`src/rtl/ysyx_mem_arbiter_if.sv`:
```
// rtl/ysyx_mem_arbiter_if.sv - IFU/EXU request, response and memory-port bundle for ysyx_mem_arbiter
`ifndef YSYX_W_WIDTH
`define YSYX_W_WIDTH 32
`endif

interface ysyx_mem_arbiter_if #(
  parameter int BIT_W = `YSYX_W_WIDTH
);
  // IFU fetch requester
  logic               ifu_avalid;
  logic [BIT_W-1:0]   ifu_addr;
  logic               ifu_rvalid_o;
  logic [BIT_W-1:0]   ifu_rdata_o;

  // EXU load/store requester
  logic               exu_avalid;
  logic               exu_wen;
  logic [BIT_W-1:0]   exu_addr;
  logic [BIT_W-1:0]   exu_wdata;
  logic [BIT_W/8-1:0] exu_wstrb;
  logic               exu_rvalid_o;
  logic               exu_wready_o;
  logic [BIT_W-1:0]   exu_rdata_o;

  // shared data-memory port
  logic               mem_avalid_o;
  logic               mem_aready;
  logic               mem_wen_o;
  logic [BIT_W-1:0]   mem_addr_o;
  logic [BIT_W-1:0]   mem_wdata_o;
  logic [BIT_W/8-1:0] mem_wstrb_o;
  logic               mem_rvalid;
  logic [BIT_W-1:0]   mem_rdata;
  logic               mem_bvalid;

  // sticky watchdog flag
  logic               err_o;

  // arbiter side: serves the requesters and masters the memory port
  modport slave (
    input  ifu_avalid, ifu_addr,
    input  exu_avalid, exu_wen, exu_addr, exu_wdata, exu_wstrb,
    input  mem_aready, mem_rvalid, mem_rdata, mem_bvalid,
    output ifu_rvalid_o, ifu_rdata_o,
    output exu_rvalid_o, exu_wready_o, exu_rdata_o,
    output mem_avalid_o, mem_wen_o, mem_addr_o, mem_wdata_o, mem_wstrb_o,
    output err_o
  );

  // environment side: requesters plus the memory model
  modport master (
    output ifu_avalid, ifu_addr,
    output exu_avalid, exu_wen, exu_addr, exu_wdata, exu_wstrb,
    output mem_aready, mem_rvalid, mem_rdata, mem_bvalid,
    input  ifu_rvalid_o, ifu_rdata_o,
    input  exu_rvalid_o, exu_wready_o, exu_rdata_o,
    input  mem_avalid_o, mem_wen_o, mem_addr_o, mem_wdata_o, mem_wstrb_o,
    input  err_o
  );
endinterface

```
`src/rtl/ysyx_mem_arbiter.sv`:
```
// rtl/ysyx_mem_arbiter.sv - IFU/EXU arbiter and sequencer for the shared data-memory port
module ysyx_mem_arbiter #(
  parameter int BIT_W        = `YSYX_W_WIDTH,
  parameter int STARVE_LIMIT = 4,
  parameter int TIMEOUT      = 1024
) (
  input  logic              clk,
  input  logic              rst,
  ysyx_mem_arbiter_if.slave bus
);
  localparam int SW = $clog2(STARVE_LIMIT + 1);
  localparam int WW = (TIMEOUT > 1) ? $clog2(TIMEOUT) : 1;
  localparam logic [SW-1:0] STREAK_MAX = SW'(STARVE_LIMIT);
  localparam logic [WW-1:0] WD_LAST    = WW'((TIMEOUT > 0) ? TIMEOUT - 1 : 0);
  localparam bit            WD_ON      = (TIMEOUT > 0);

  typedef enum logic [1:0] {
    IDLE = 2'd0,
    ADDR = 2'd1,
    DATA = 2'd2
  } state_t;

  state_t             state;
  logic               owner_ifu;
  logic [SW-1:0]      streak;
  logic [WW-1:0]      wd;

  logic               mem_avalid_q;
  logic               mem_wen_q;
  logic [BIT_W-1:0]   mem_addr_q;
  logic [BIT_W-1:0]   mem_wdata_q;
  logic [BIT_W/8-1:0] mem_wstrb_q;

  logic               ifu_rvalid_q;
  logic               exu_rvalid_q;
  logic               exu_wready_q;
  logic [BIT_W-1:0]   ifu_rdata_q;
  logic [BIT_W-1:0]   exu_rdata_q;
  logic               err_q;

  logic               ifu_elig;
  logic               exu_elig;
  logic               pick_ifu;
  logic               resp_match;
  logic               done;
  logic               abort;
  logic [BIT_W-1:0]   resp_data;

  // Grant choice and completion/abort decisions for the current cycle
  always_comb begin
    // a requester whose response is on the wire right now still holds avalid; do not serve it twice
    ifu_elig   = bus.ifu_avalid & ~ifu_rvalid_q;
    exu_elig   = bus.exu_avalid & ~(exu_rvalid_q | exu_wready_q);
    pick_ifu   = ifu_elig & (~exu_elig | (streak == STREAK_MAX));
    // IFU transactions latch wen=0, so the latched wen alone selects the expected response
    resp_match = mem_wen_q ? bus.mem_bvalid : bus.mem_rvalid;
    done       = ((state == ADDR) & bus.mem_aready & resp_match) | ((state == DATA) & resp_match);
    abort      = WD_ON & ~done & (state != IDLE) & (wd == WD_LAST);
    resp_data  = abort ? '0 : bus.mem_rdata;
  end

  // Transaction FSM: grant in IDLE, request in ADDR, wait in DATA, registered one-cycle response
  always_ff @(posedge clk or negedge rst) begin
    if (!rst) begin
      state        <= IDLE;
      owner_ifu    <= 1'b0;
      streak       <= '0;
      wd           <= '0;
      mem_avalid_q <= 1'b0;
      mem_wen_q    <= 1'b0;
      mem_addr_q   <= '0;
      mem_wdata_q  <= '0;
      mem_wstrb_q  <= '0;
      ifu_rvalid_q <= 1'b0;
      exu_rvalid_q <= 1'b0;
      exu_wready_q <= 1'b0;
      ifu_rdata_q  <= '0;
      exu_rdata_q  <= '0;
      err_q        <= 1'b0;
    end else begin
      ifu_rvalid_q <= 1'b0;
      exu_rvalid_q <= 1'b0;
      exu_wready_q <= 1'b0;
      unique case (state)
        IDLE: begin
          if (!bus.ifu_avalid) begin
            streak <= '0;
          end
          if (ifu_elig | exu_elig) begin
            state        <= ADDR;
            mem_avalid_q <= 1'b1;
            wd           <= '0;
            owner_ifu    <= pick_ifu;
            if (pick_ifu) begin
              mem_wen_q   <= 1'b0;
              mem_addr_q  <= bus.ifu_addr;
              mem_wdata_q <= '0;
              mem_wstrb_q <= '0;
              streak      <= '0;
            end else begin
              mem_wen_q   <= bus.exu_wen;
              mem_addr_q  <= bus.exu_addr;
              mem_wdata_q <= bus.exu_wdata;
              mem_wstrb_q <= bus.exu_wstrb;
              // only counts while IFU is actually waiting; saturates at the limit
              if (bus.ifu_avalid && (streak != STREAK_MAX)) begin
                streak <= streak + 1'b1;
              end
            end
          end
        end
        ADDR, DATA: begin
          if (done | abort) begin
            state        <= IDLE;
            mem_avalid_q <= 1'b0;
            if (owner_ifu) begin
              ifu_rvalid_q <= 1'b1;
              ifu_rdata_q  <= resp_data;
            end else if (mem_wen_q) begin
              exu_wready_q <= 1'b1;
            end else begin
              exu_rvalid_q <= 1'b1;
              exu_rdata_q  <= resp_data;
            end
            if (abort) begin
              err_q <= 1'b1;
            end
          end else begin
            wd <= wd + 1'b1;
            if ((state == ADDR) && bus.mem_aready) begin
              state        <= DATA;
              mem_avalid_q <= 1'b0;
            end
          end
        end
        default: state <= IDLE;
      endcase
    end
  end

  assign bus.mem_avalid_o = mem_avalid_q;
  assign bus.mem_wen_o    = mem_wen_q;
  assign bus.mem_addr_o   = mem_addr_q;
  assign bus.mem_wdata_o  = mem_wdata_q;
  assign bus.mem_wstrb_o  = mem_wstrb_q;
  assign bus.ifu_rvalid_o = ifu_rvalid_q;
  assign bus.ifu_rdata_o  = ifu_rdata_q;
  assign bus.exu_rvalid_o = exu_rvalid_q;
  assign bus.exu_wready_o = exu_wready_q;
  assign bus.exu_rdata_o  = exu_rdata_q;
  assign bus.err_o        = err_q;

endmodule

```
`src/flat_wrapper.sv`:
```
// flat-port wrapper written by rule: the top's interface ports become plain ports
module ysyx_mem_arbiter_flat 
#(
  parameter int BIT_W        = `YSYX_W_WIDTH,
  parameter int STARVE_LIMIT = 4,
  parameter int TIMEOUT      = 1024
)
  (clk, rst, bus_ifu_avalid, bus_ifu_addr, bus_exu_avalid, bus_exu_wen, bus_exu_addr, bus_exu_wdata, bus_exu_wstrb, bus_mem_aready, bus_mem_rvalid, bus_mem_rdata, bus_mem_bvalid, bus_ifu_rvalid_o, bus_ifu_rdata_o, bus_exu_rvalid_o, bus_exu_wready_o, bus_exu_rdata_o, bus_mem_avalid_o, bus_mem_wen_o, bus_mem_addr_o, bus_mem_wdata_o, bus_mem_wstrb_o, bus_err_o);
  ysyx_mem_arbiter_if #(.BIT_W(BIT_W)) bus_i ();
  input  logic clk;
  input  logic rst;
  input wire logic [$bits(bus_i.ifu_avalid)-1:0] bus_ifu_avalid;
  input wire logic [$bits(bus_i.ifu_addr)-1:0] bus_ifu_addr;
  input wire logic [$bits(bus_i.exu_avalid)-1:0] bus_exu_avalid;
  input wire logic [$bits(bus_i.exu_wen)-1:0] bus_exu_wen;
  input wire logic [$bits(bus_i.exu_addr)-1:0] bus_exu_addr;
  input wire logic [$bits(bus_i.exu_wdata)-1:0] bus_exu_wdata;
  input wire logic [$bits(bus_i.exu_wstrb)-1:0] bus_exu_wstrb;
  input wire logic [$bits(bus_i.mem_aready)-1:0] bus_mem_aready;
  input wire logic [$bits(bus_i.mem_rvalid)-1:0] bus_mem_rvalid;
  input wire logic [$bits(bus_i.mem_rdata)-1:0] bus_mem_rdata;
  input wire logic [$bits(bus_i.mem_bvalid)-1:0] bus_mem_bvalid;
  output wire logic [$bits(bus_i.ifu_rvalid_o)-1:0] bus_ifu_rvalid_o;
  output wire logic [$bits(bus_i.ifu_rdata_o)-1:0] bus_ifu_rdata_o;
  output wire logic [$bits(bus_i.exu_rvalid_o)-1:0] bus_exu_rvalid_o;
  output wire logic [$bits(bus_i.exu_wready_o)-1:0] bus_exu_wready_o;
  output wire logic [$bits(bus_i.exu_rdata_o)-1:0] bus_exu_rdata_o;
  output wire logic [$bits(bus_i.mem_avalid_o)-1:0] bus_mem_avalid_o;
  output wire logic [$bits(bus_i.mem_wen_o)-1:0] bus_mem_wen_o;
  output wire logic [$bits(bus_i.mem_addr_o)-1:0] bus_mem_addr_o;
  output wire logic [$bits(bus_i.mem_wdata_o)-1:0] bus_mem_wdata_o;
  output wire logic [$bits(bus_i.mem_wstrb_o)-1:0] bus_mem_wstrb_o;
  output wire logic [$bits(bus_i.err_o)-1:0] bus_err_o;
  assign bus_i.ifu_avalid = bus_ifu_avalid;
  assign bus_i.ifu_addr = bus_ifu_addr;
  assign bus_i.exu_avalid = bus_exu_avalid;
  assign bus_i.exu_wen = bus_exu_wen;
  assign bus_i.exu_addr = bus_exu_addr;
  assign bus_i.exu_wdata = bus_exu_wdata;
  assign bus_i.exu_wstrb = bus_exu_wstrb;
  assign bus_i.mem_aready = bus_mem_aready;
  assign bus_i.mem_rvalid = bus_mem_rvalid;
  assign bus_i.mem_rdata = bus_mem_rdata;
  assign bus_i.mem_bvalid = bus_mem_bvalid;
  assign bus_ifu_rvalid_o = bus_i.ifu_rvalid_o;
  assign bus_ifu_rdata_o = bus_i.ifu_rdata_o;
  assign bus_exu_rvalid_o = bus_i.exu_rvalid_o;
  assign bus_exu_wready_o = bus_i.exu_wready_o;
  assign bus_exu_rdata_o = bus_i.exu_rdata_o;
  assign bus_mem_avalid_o = bus_i.mem_avalid_o;
  assign bus_mem_wen_o = bus_i.mem_wen_o;
  assign bus_mem_addr_o = bus_i.mem_addr_o;
  assign bus_mem_wdata_o = bus_i.mem_wdata_o;
  assign bus_mem_wstrb_o = bus_i.mem_wstrb_o;
  assign bus_err_o = bus_i.err_o;
  ysyx_mem_arbiter #(.BIT_W(BIT_W), .STARVE_LIMIT(STARVE_LIMIT), .TIMEOUT(TIMEOUT)) u_core (.clk(clk), .rst(rst), .bus(bus_i));
endmodule
```
`config.mk`:
```
export PLATFORM = sky130hd
export DESIGN_NAME = ysyx_mem_arbiter_flat
export DESIGN_NICKNAME = d
export VERILOG_FILES = /design/src/rtl/ysyx_mem_arbiter_if.sv /design/src/rtl/ysyx_mem_arbiter.sv /design/src/flat_wrapper.sv
export SDC_FILE = /design/constraint.sdc
export NUM_CORES = 1
export LEC_CHECK = 0
export CORE_MARGIN = 10
export CORE_UTILIZATION = 40
export CTS_BUF_LIST = sky130_fd_sc_hd__clkbuf_8
export CTS_CLUSTER_DIAMETER = 200
export CTS_CLUSTER_SIZE = 30
export DETAILED_ROUTE_END_ITERATION = 6
export GPL_TIMING_DRIVEN = 0
export PLACE_DENSITY = 0.73
export SLEW_MARGIN = 30
export SYNTH_ARGS = -nofsm -noshare
export SYNTH_HDL_FRONTEND = slang
export SYNTH_SLANG_ARGS = --single-unit
```
`constraint.sdc`:
```
create_clock -name clk -period 2.46 [get_ports clk]
set_input_delay 0.246 -clock clk [delete_from_list [all_inputs] [get_ports clk]]
set_output_delay 0.246 -clock clk [all_outputs]
set_load 0.05 [all_outputs]
```
==> results of run 1 <==
[per-stage QoR]
stage                     setup WS, ps  std cells  utilization, %  instance area (sq um)  total power (W)
after floorplan                  190.0        488               -                   6228         0.009518
after global placement           -4941        976           60.72                   9265          0.01249
after detailed placement        -172.1        977           60.93                   9298          0.01265
after CTS                        37.49       1011           63.79                   9733          0.01466
after global routing            -1.087       1014           64.25                   9803          0.01536
final                            81.68       1014           64.25                   9803          0.01465
[routing by layer]
layer  vias up  global-route usage, %
met2       222                  34.06
met4         0                  6.170
met1      2857                  25.02
met3        20                  8.214
met5         -                      0
li1       2486                      -
[critical path: cells and delay by family, from the launching register on]
kind / cells / cell delay [ps]
adders and majority gates: 1 / 180
DFF: 1 / 420
and+or+nand+nor: 2 / 750
buffers and inverters: 3 / 420
AOI/OAI and AO/OA: 2 / 480
[registers in the layout, indices dropped and copies added, names as in the netlist, 2 cells and up]
register / flops
u_core.bus.mem_addr_o: 32
u_core.bus.exu_rdata_o: 32
u_core.bus.mem_wstrb_o: 4
u_core.bus.ifu_rdata_o: 32
u_core.wd: 10
u_core.state: 2
u_core.bus.mem_wdata_o: 32
u_core.streak: 3
[worst paths after layout]
kind	from	to	cells past startpoint
max	u_core.state[1]	u_core.bus.exu_rdata_o[26]	8
min	bus_exu_wstrb[0]	u_core.bus.mem_wstrb_o[0]	2
max reg2reg	u_core.state[1]	u_core.bus.exu_rdata_o[26]	8
min reg2reg	u_core.bus.mem_addr_o[11]	u_core.bus.mem_addr_o[11]	2
max in group asynchronous	rst	u_core.bus.ifu_rdata_o[9]	3
min in group asynchronous	rst	u_core.bus.mem_wdata_o[23]	2
[area by class of cell]
cell class	instances	area (sq um)	share of cell area, %
inverters	41	153.9	1.570
multi-input cells	253	2085	21.26
clock inverters	13	145.1	1.481
well taps	211	264.0	2.693
repair buffers	284	2853	29.10
plain buffers	39	187.7	1.914
clock buffers	19	261.5	2.668
flip-flops and latches	154	3854	39.31
[cells in the final DEF, fill, tap and decap left out, types with 4 or more instances in the layout]
cell type          n
a21oi_1            5
a221o_1            5
a222oi_1          32
a22o_1           102
and3_1             4
buf_4              6
clkbuf_1          23
clkbuf_2           9
clkbuf_8          19
clkdlybuf4s50_1  276
clkinvlp_4         4
dfrtp_1          154
ha_1               6
inv_1             39
nand2_1           16
nand2b_1           6
nand3_1            4
nor2_1            11
nor3b_1            5
nor4_1             4
[cells by family (layout without fill, tap and decap cells)]
family | after synthesis | in the layout | share of synthesized area, %
AO/OA/AOI/OAI | 172 | 172 | 24.47
adder cells (fa/ha/maj) | 7 | 7 | 1.406
buffers and inverters | 81 | 396 | 5.323
AND/OR/NAND/NOR | 72 | 72 | 6.609
flip-flops | 154 | 154 | 61.87
multiplexers | 2 | 2 | 0.3214
[timing repair]
item / in CTS / in global routing
endpoints found under the setup margin: 45 / 102
resized for setup: 2 / 26
hold endpoints to repair: 85 / 0
setup buffers: 1 / 4
hold buffers: 1 / 0
pin swaps: 0 / 1
gates cloned: 0 / 0
[power breakdown]
part	internal [W]	switching, W	total [W]
logic	0.00299	0.00547	0.00847
clock network	0.000963	0.00100	0.00196
registers	0.00355	0.000667	0.00422
total	0.00751	0.00714	0.0147
==> results_dict.tcl, run 1 <==
set metrics [dict create \
    outcome "complete, no violations" \
    synth_top_area_cell "dfrtp_1" \
    synthFlopType "dfrtp_1" \
    irDropWorstVdd_mv 0.8883 \
    cpMaxStageDelayCell "or4_1" \
    wl_per_cell_microns 21.99 \
    fin_crit_sh_pct 96.68 \
    dpl.hpwl_microns 17030 \
    whs_ps 385.2 \
    yosys-top-cells-count "dfrtp_1, a22o_1, inv_1" \
    critical_path_class "register to register" \
    synth_edf_count 0 \
    route.detailed.drc 0 \
    synthTopCellsByArea "dfrtp_1, a22o_1, a222oi_1, inv_1, clkbuf_1" \
    m1WireLength_microns 8554 \
    antenna_left 0 \
    core_area_sq_mm 0.01526 \
    grt_pass1_vias 5906 \
    grtUsageTotal_pct 20.90 \
    period_minus_slack_ps 2378 \
    cts_tree "built" \
    setup_viol 0 \
    nets 937 \
    worstSkewPairLatency_ps 460 \
    cp-start-kind "register" \
    synth_cell_type_count 51 \
    leakage_nw 4.379 \
    start_util_pct 40.82 \
    drive_gt1_share_pct 8.344 \
    synth_area_per_cell_sq_um 12.76 \
    area_growth_pct 57.39 \
    yosysMostFrequentCell "dfrtp_1" \
    clkTransAtPathRegs_ps 90 \
    routed_wl_microns 22290 \
    synthArstFlopShare_pct 100.0 \
    yosysSeqAreaShare_pct 61.87 \
    cellPowerDensity_mw_per_mm2 1495 \
    tns_ps 0 \
    die_y_microns 144.8 \
    ys_ff_latch 154 \
    crit_fanout 10 \
    fmax_ghz 0.4205 \
    cpPeakStageDelay_ps 480 \
    drv_cap 0 \
    vias 5585 \
    die_width_microns 144.8 \
    finalHoldViolCount 0 \
    max-slew-margin-rel_pct 56.58 \
    port-buffer-count 277 \
    grt_pass1_wl_microns 33820 \
    worstHoldPathType "input port to register" \
    synth_top_area_share_pct 61.87 \
    cts_sinks 154 \
    top_layer "met4" \
    first_pass_iters 7 \
    fin_skew_ps 12.91 \
    vias_per_cell 5.508 \
    synth_area_sq_mm 0.006228 \
    wl_met3_microns 1914 \
    diodes 0 \
    grt_start_max_net_pins 87 \
    clock_path_buffers 2 \
    syn_inst 488 \
    antenna_found_initial 0 \
    h-tree-depth 4 \
    cts_made_buffers 17 \
    overflow 0 \
    dieArea_sq_mm 0.02096 \
    tightest_slew_ps 651.4 \
    drtIter0Drc 576 \
    place_congestion 0.8637 \
    io_pins 278 \
    dr_wl_met2_microns 11440 \
    critPathCaptureType "register" \
    ys_warn_count 0 \
    crit_arrival_ps 2720 \
    rows 45 \
    path_cells "inv_2 > ha_4 > or2b_4 > or4_1 > buf_4 > a21o_4 > buf_6 > a22o_1" \
    root_buffer "clkbuf_8" \
    ff2ff_setup_slack_ps 80 \
    final_max_slew_viol_count 0 \
    worstPathRequired_ps 2800 \
    n_fill_cell 1184 \
    syn_nets 635 \
]
Note: power is estimated with default switching activity, not from simulation.
==> run 2, diff against run 1 <==
--- a/config.mk
+++ b/config.mk
@@ -5,7 +5,6 @@
 export SDC_FILE = /design/constraint.sdc
 export NUM_CORES = 1
 export LEC_CHECK = 0
-export CORE_MARGIN = 10
 export CORE_UTILIZATION = 40
 export CTS_BUF_LIST = sky130_fd_sc_hd__clkbuf_8
 export CTS_CLUSTER_DIAMETER = 200
==> results_dict.tcl, run 2 (synthesis results as in run 1) <==
set metrics [dict create \
    outcome "finished with violations" \
    overflow 0 \
    antenna_left 0 \
    routed_wl_microns 19840 \
    crit_arrival_ps 2750 \
    drtIter0Drc 503 \
    tightest_slew_ps 631.6 \
    violations "design-rule violations" \
    io_pins 278 \
    vias 5560 \
    area_growth_pct 56.35 \
    place_congestion 0.8659 \
    pre_cts_ws_ps -257.4 \
    final_util_pct 64.06 \
    diodes 0 \
    dpl.hpwl_microns 14540 \
    max-slew-margin-rel_pct 57.61 \
    irDropWorstVdd_mv 0.9490 \
    worstPathRequired_ps 2800 \
    mostFrequentLayoutCells "clkdlybuf4s50_1, dfrtp_1, a22o_1" \
    worstHoldPathType "input port to asynchronous set/reset pin" \
    fin_crit_sh_pct 97.94 \
    rows 45 \
    dpl_cell_area_sq_mm 0.009296 \
    core_area_sq_mm 0.01520 \
    cts_made_buffers 17 \
    drive_gt1_share_pct 7.980 \
    vias_per_cell 5.616 \
    power_w 0.01437 \
    nets 936 \
    wl_per_cell_microns 20.04 \
    port-buffer-count 277 \
    fmax_ghz 0.4151 \
    setup_viol 0 \
    worstSkewPairLatency_ps 450 \
    cp-start-kind "register" \
    final_common_cell "clkdlybuf4s50_1" \
    cts_tree "built" \
    dieArea_sq_mm 0.01607 \
    finalHoldViolCount 0 \
    grt_pass1_wl_microns 30150 \
    whs_ps 223.5 \
    antenna_found_initial 0 \
    cts_sinks 154 \
    leakage_nw 4.356 \
    n_fill_cell 1173 \
    h-tree-depth 4 \
    period_minus_slack_ps 2409 \
    critPathCaptureType "register" \
    cellPowerDensity_mw_per_mm2 1476 \
    fin_ws_ps 50.76 \
    critical_path_class "register to register" \
    fin_skew_ps 13.84 \
    route.detailed.drc 1 \
    crit_fanout 10 \
    grt_start_max_net_pins 90 \
    die_y_microns 126.8 \
    final_max_slew_viol_count 0 \
    die_width_microns 126.8 \
    clock_path_buffers 2 \
    drv_cap 0 \
    clkTransAtPathRegs_ps 90 \
    root_buffer "clkbuf_8" \
    first_pass_iters 7 \
    grtUsageTotal_pct 24.48 \
    grt_pass1_vias 5627 \
    start_util_pct 40.97 \
    final_area_sq_mm 0.009738 \
]
## run 2: final timing paths
path | from | to | slack (ps) | depth (start not counted)
max | u_core.state[0] | u_core.bus.exu_rdata_o[3] | 50 | 8
min | rst | u_core.bus.mem_wstrb_o[3] | 220 | 2
max reg2reg | u_core.state[0] | u_core.bus.exu_rdata_o[3] | 50 | 8
min reg2reg | u_core.bus.err_o | u_core.bus.err_o | 480 | 1
max in group asynchronous | rst | u_core.bus.ifu_rdata_o[0] | 1320 | 4
min in group clk | bus_exu_wdata[23] | u_core.bus.mem_wdata_o[23] | 390 | 2
## run 2: critical path, stage by stage, from the launching register on
cell and delay [ps]:
dfrtp_1 400, inv_1 100, ha_4 200, or2b_4 280, or4_1 470, clkbuf_4 200, a21o_4 260, buf_6 150
a22o_1 230
## run 2: cell type report
class                   instances  area [sq um]  share of cell area (%)
flip-flops and latches        154          3854                   39.57
repair buffers                282          2858                   29.35
multi-input cells             253          2087                   21.43
clock buffers                  19         261.5                   2.685
well taps                     188         235.2                   2.416
plain buffers                  40         192.7                   1.979
inverters                      41         153.9                   1.580
clock inverters                13         96.34                  0.9893
## run 2: repair_timing
action	4_1_cts	5_1_grt
endpoints found under the hold margin	107	0
buffers inserted	0	2
setup endpoints to repair	60	103
cloned	0	0
resized for setup	2	26
hold buffers	1	0
## run 2: through the flow
step                      TNS (ps)  instances
after floorplan                  0        488
after detailed placement    -10900        955
after global placement     -756630        953
after CTS                        0        988
after global routing        -168.1        990
final                            0        990
## run 2: layer usage
layer | routed length, microns | vias to the layer above | global-route usage (%)
met5 | 0 | - | 0
met4 | 665 | 0 | 11.20
met3 | 1328 | 46 | 6.706
met2 | 9582 | 228 | 39.03
met1 | 8262 | 2798 | 31.20
li1 | - | 2488 | -
## run 2: power breakdown
| group | internal (W) | switching [W] |
|---|---|---|
| Combinational | 0.00299 | 0.00543 |
| Sequential | 0.00355 | 0.000654 |
| Clock | 0.000754 | 0.000993 |
==> run 3, diff against run 2 <==
--- a/config.mk
+++ b/config.mk
@@ -11,7 +11,7 @@
 export CTS_CLUSTER_SIZE = 30
 export DETAILED_ROUTE_END_ITERATION = 6
 export GPL_TIMING_DRIVEN = 0
-export PLACE_DENSITY = 0.73
+export PLACE_DENSITY = 0.77
 export SLEW_MARGIN = 30
 export SYNTH_ARGS = -nofsm -noshare
 export SYNTH_HDL_FRONTEND = slang
==> results_dict.tcl, run 3 (synthesis results as in run 1) <==
set metrics [dict create \
    outcome "complete, no violations" \
    vias_per_cell 5.590 \
    final_max_slew_viol_count 0 \
    final_common_cell "clkdlybuf4s50_1" \
    drtIter0Drc 458 \
    crit_arrival_ps 2730 \
    diodes 0 \
    core_area_sq_mm 0.01520 \
    drv_cap 0 \
    antenna_left 0 \
    root_buffer "clkbuf_8" \
    irDropWorstVdd_mv 0.9149 \
    cts_tree "built" \
    dpl.hpwl_microns 14330 \
    leakage_nw 4.417 \
    fmax_ghz 0.4177 \
    start_util_pct 40.97 \
    r2r_cells 8 \
    ff2ff_setup_slack_ps 70 \
    grt_use_met3_pct 8.393 \
    fin_skew_ps 11.95 \
    fin_crit_sh_pct 97.31 \
    worstPathRequired_ps 2790 \
    die_width_microns 126.8 \
    first_pass_iters 6 \
    crit_fanout 10 \
    io_pins 278 \
    dieArea_sq_mm 0.01607 \
    clkTransAtPathRegs_ps 90 \
    place_congestion 0.8665 \
    grt_util_met2_pct 39.65 \
    grt_start_max_net_pins 58 \
    routed_wl_microns 19440 \
    overflow 0 \
    setup_viol 0 \
    fin_cells 997 \
    cts_made_buffers 17 \
    critPathCaptureType "register" \
    route.detailed.drc 0 \
    drive_gt1_share_pct 9.147 \
    n_fill_cell 1190 \
    worstHoldPathType "input port to asynchronous set/reset pin" \
    cp-start-kind "register" \
    period_minus_slack_ps 2394 \
    whs_ps 278.4 \
    area_growth_pct 58.06 \
    wl_per_cell_microns 19.50 \
    antenna_found_initial 0 \
    clock_path_buffers 2 \
    nets 943 \
    finalHoldViolCount 0 \
    worstSkewPairLatency_ps 450 \
    grt_pass1_vias 5964 \
    grtUsageTotal_pct 24.27 \
    cts_sinks 154 \
    die_y_microns 126.8 \
    tightest_slew_ps 704.3 \
    mostFrequentLayoutCells "clkdlybuf4s50_1, dfrtp_1, a22o_1" \
    placed_cells 955 \
    cellPowerDensity_mw_per_mm2 1479 \
    h-tree-depth 4 \
    grt_most_used_layer "met2" \
    rows 45 \
    r2r-end "u_core.bus.exu_rdata_o[23]" \
    port-buffer-count 277 \
    r2r-start "u_core.state[0]" \
    max-slew-margin-rel_pct 52.73 \
    vias 5573 \
    use_met1_pct 29.27 \
    grt_pass1_wl_microns 30060 \
    critical_path_class "register to register" \
]
==> run 3: where the power goes <==
part | switching, W | internal (W)
clock network | 0.000945 | 0.000973
logic | 0.00541 | 0.00302
registers | 0.000650 | 0.00356
total | 0.00701 | 0.00755
==> run 3: worst max-delay path, cell delays in order (launching register included) <==
cell and delay, ps:
dfrtp_1 400, inv_1 110, ha_4 200, or2b_4 280, or4_1 500, buf_6 170, a21o_4 250, buf_6 150
a22o_1 240
==> run 3: worst max-delay path by stage <==
stage                         start                          to  slack, ps  cells after the start
floorplan           u_core.state[0]  u_core.bus.exu_rdata_o[20]        190                      8
detailed placement   bus_exu_avalid  u_core.bus.mem_wdata_o[20]       -200                      6
global route        u_core.state[1]                u_core.wd[0]         -8                      7
finish              u_core.state[0]  u_core.bus.exu_rdata_o[23]         70                      8
global placement                rst    u_core.bus.mem_addr_o[8]      -4820                      1
CTS                 u_core.state[1]  u_core.bus.exu_rdata_o[23]          4                      8
==> run 3: through the flow <==
step	util (%)	total power, W	setup slack (ps)	area [sq um]	TNS [ps]
after global placement	60.76	0.01234	-4817	9236	-745170
after floorplan	-	0.009518	190.0	6228	0
after detailed placement	61.15	0.01254	-202.1	9296	-11190
after global routing	64.76	0.01520	-8.215	9844	-12.23
final	64.76	0.01456	66.15	9844	0
after CTS	64.01	0.01452	4.060	9731	0
==> run 3: area by class of cell <==
| class | instances | area, sq um | share of cell area (%) |
|---|---|---|---|
| well taps | 188 | 235.2 | 2.389 |
| repair buffers | 290 | 2922 | 29.68 |
| plain buffers | 39 | 193.9 | 1.970 |
| inverters | 41 | 153.9 | 1.563 |
| clock inverters | 12 | 122.6 | 1.246 |
| flip-flops and latches | 154 | 3855 | 39.16 |
| multi-input cells | 253 | 2087 | 21.20 |
| clock buffers | 20 | 275.3 | 2.796 |
==> run 3: timing repair <==
| action | in CTS | in global routing |
|---|---|---|
| setup endpoints to repair | 86 | 83 |
| gates resized for setup | 2 | 30 |
| cloned | 0 | 1 |
| hold endpoints to repair | 44 | 0 |
| hold buffers | 1 | 0 |
| pin swaps | 0 | 2 |
| buffers inserted | 2 | 7 |
==> run 3: routing by layer <==
metal,vias to the layer above,part of all wire [%]
met5,-,0
met4,0,2.6
met3,38,7.0
met2,240,50
met1,2790,41
li1,2505,-
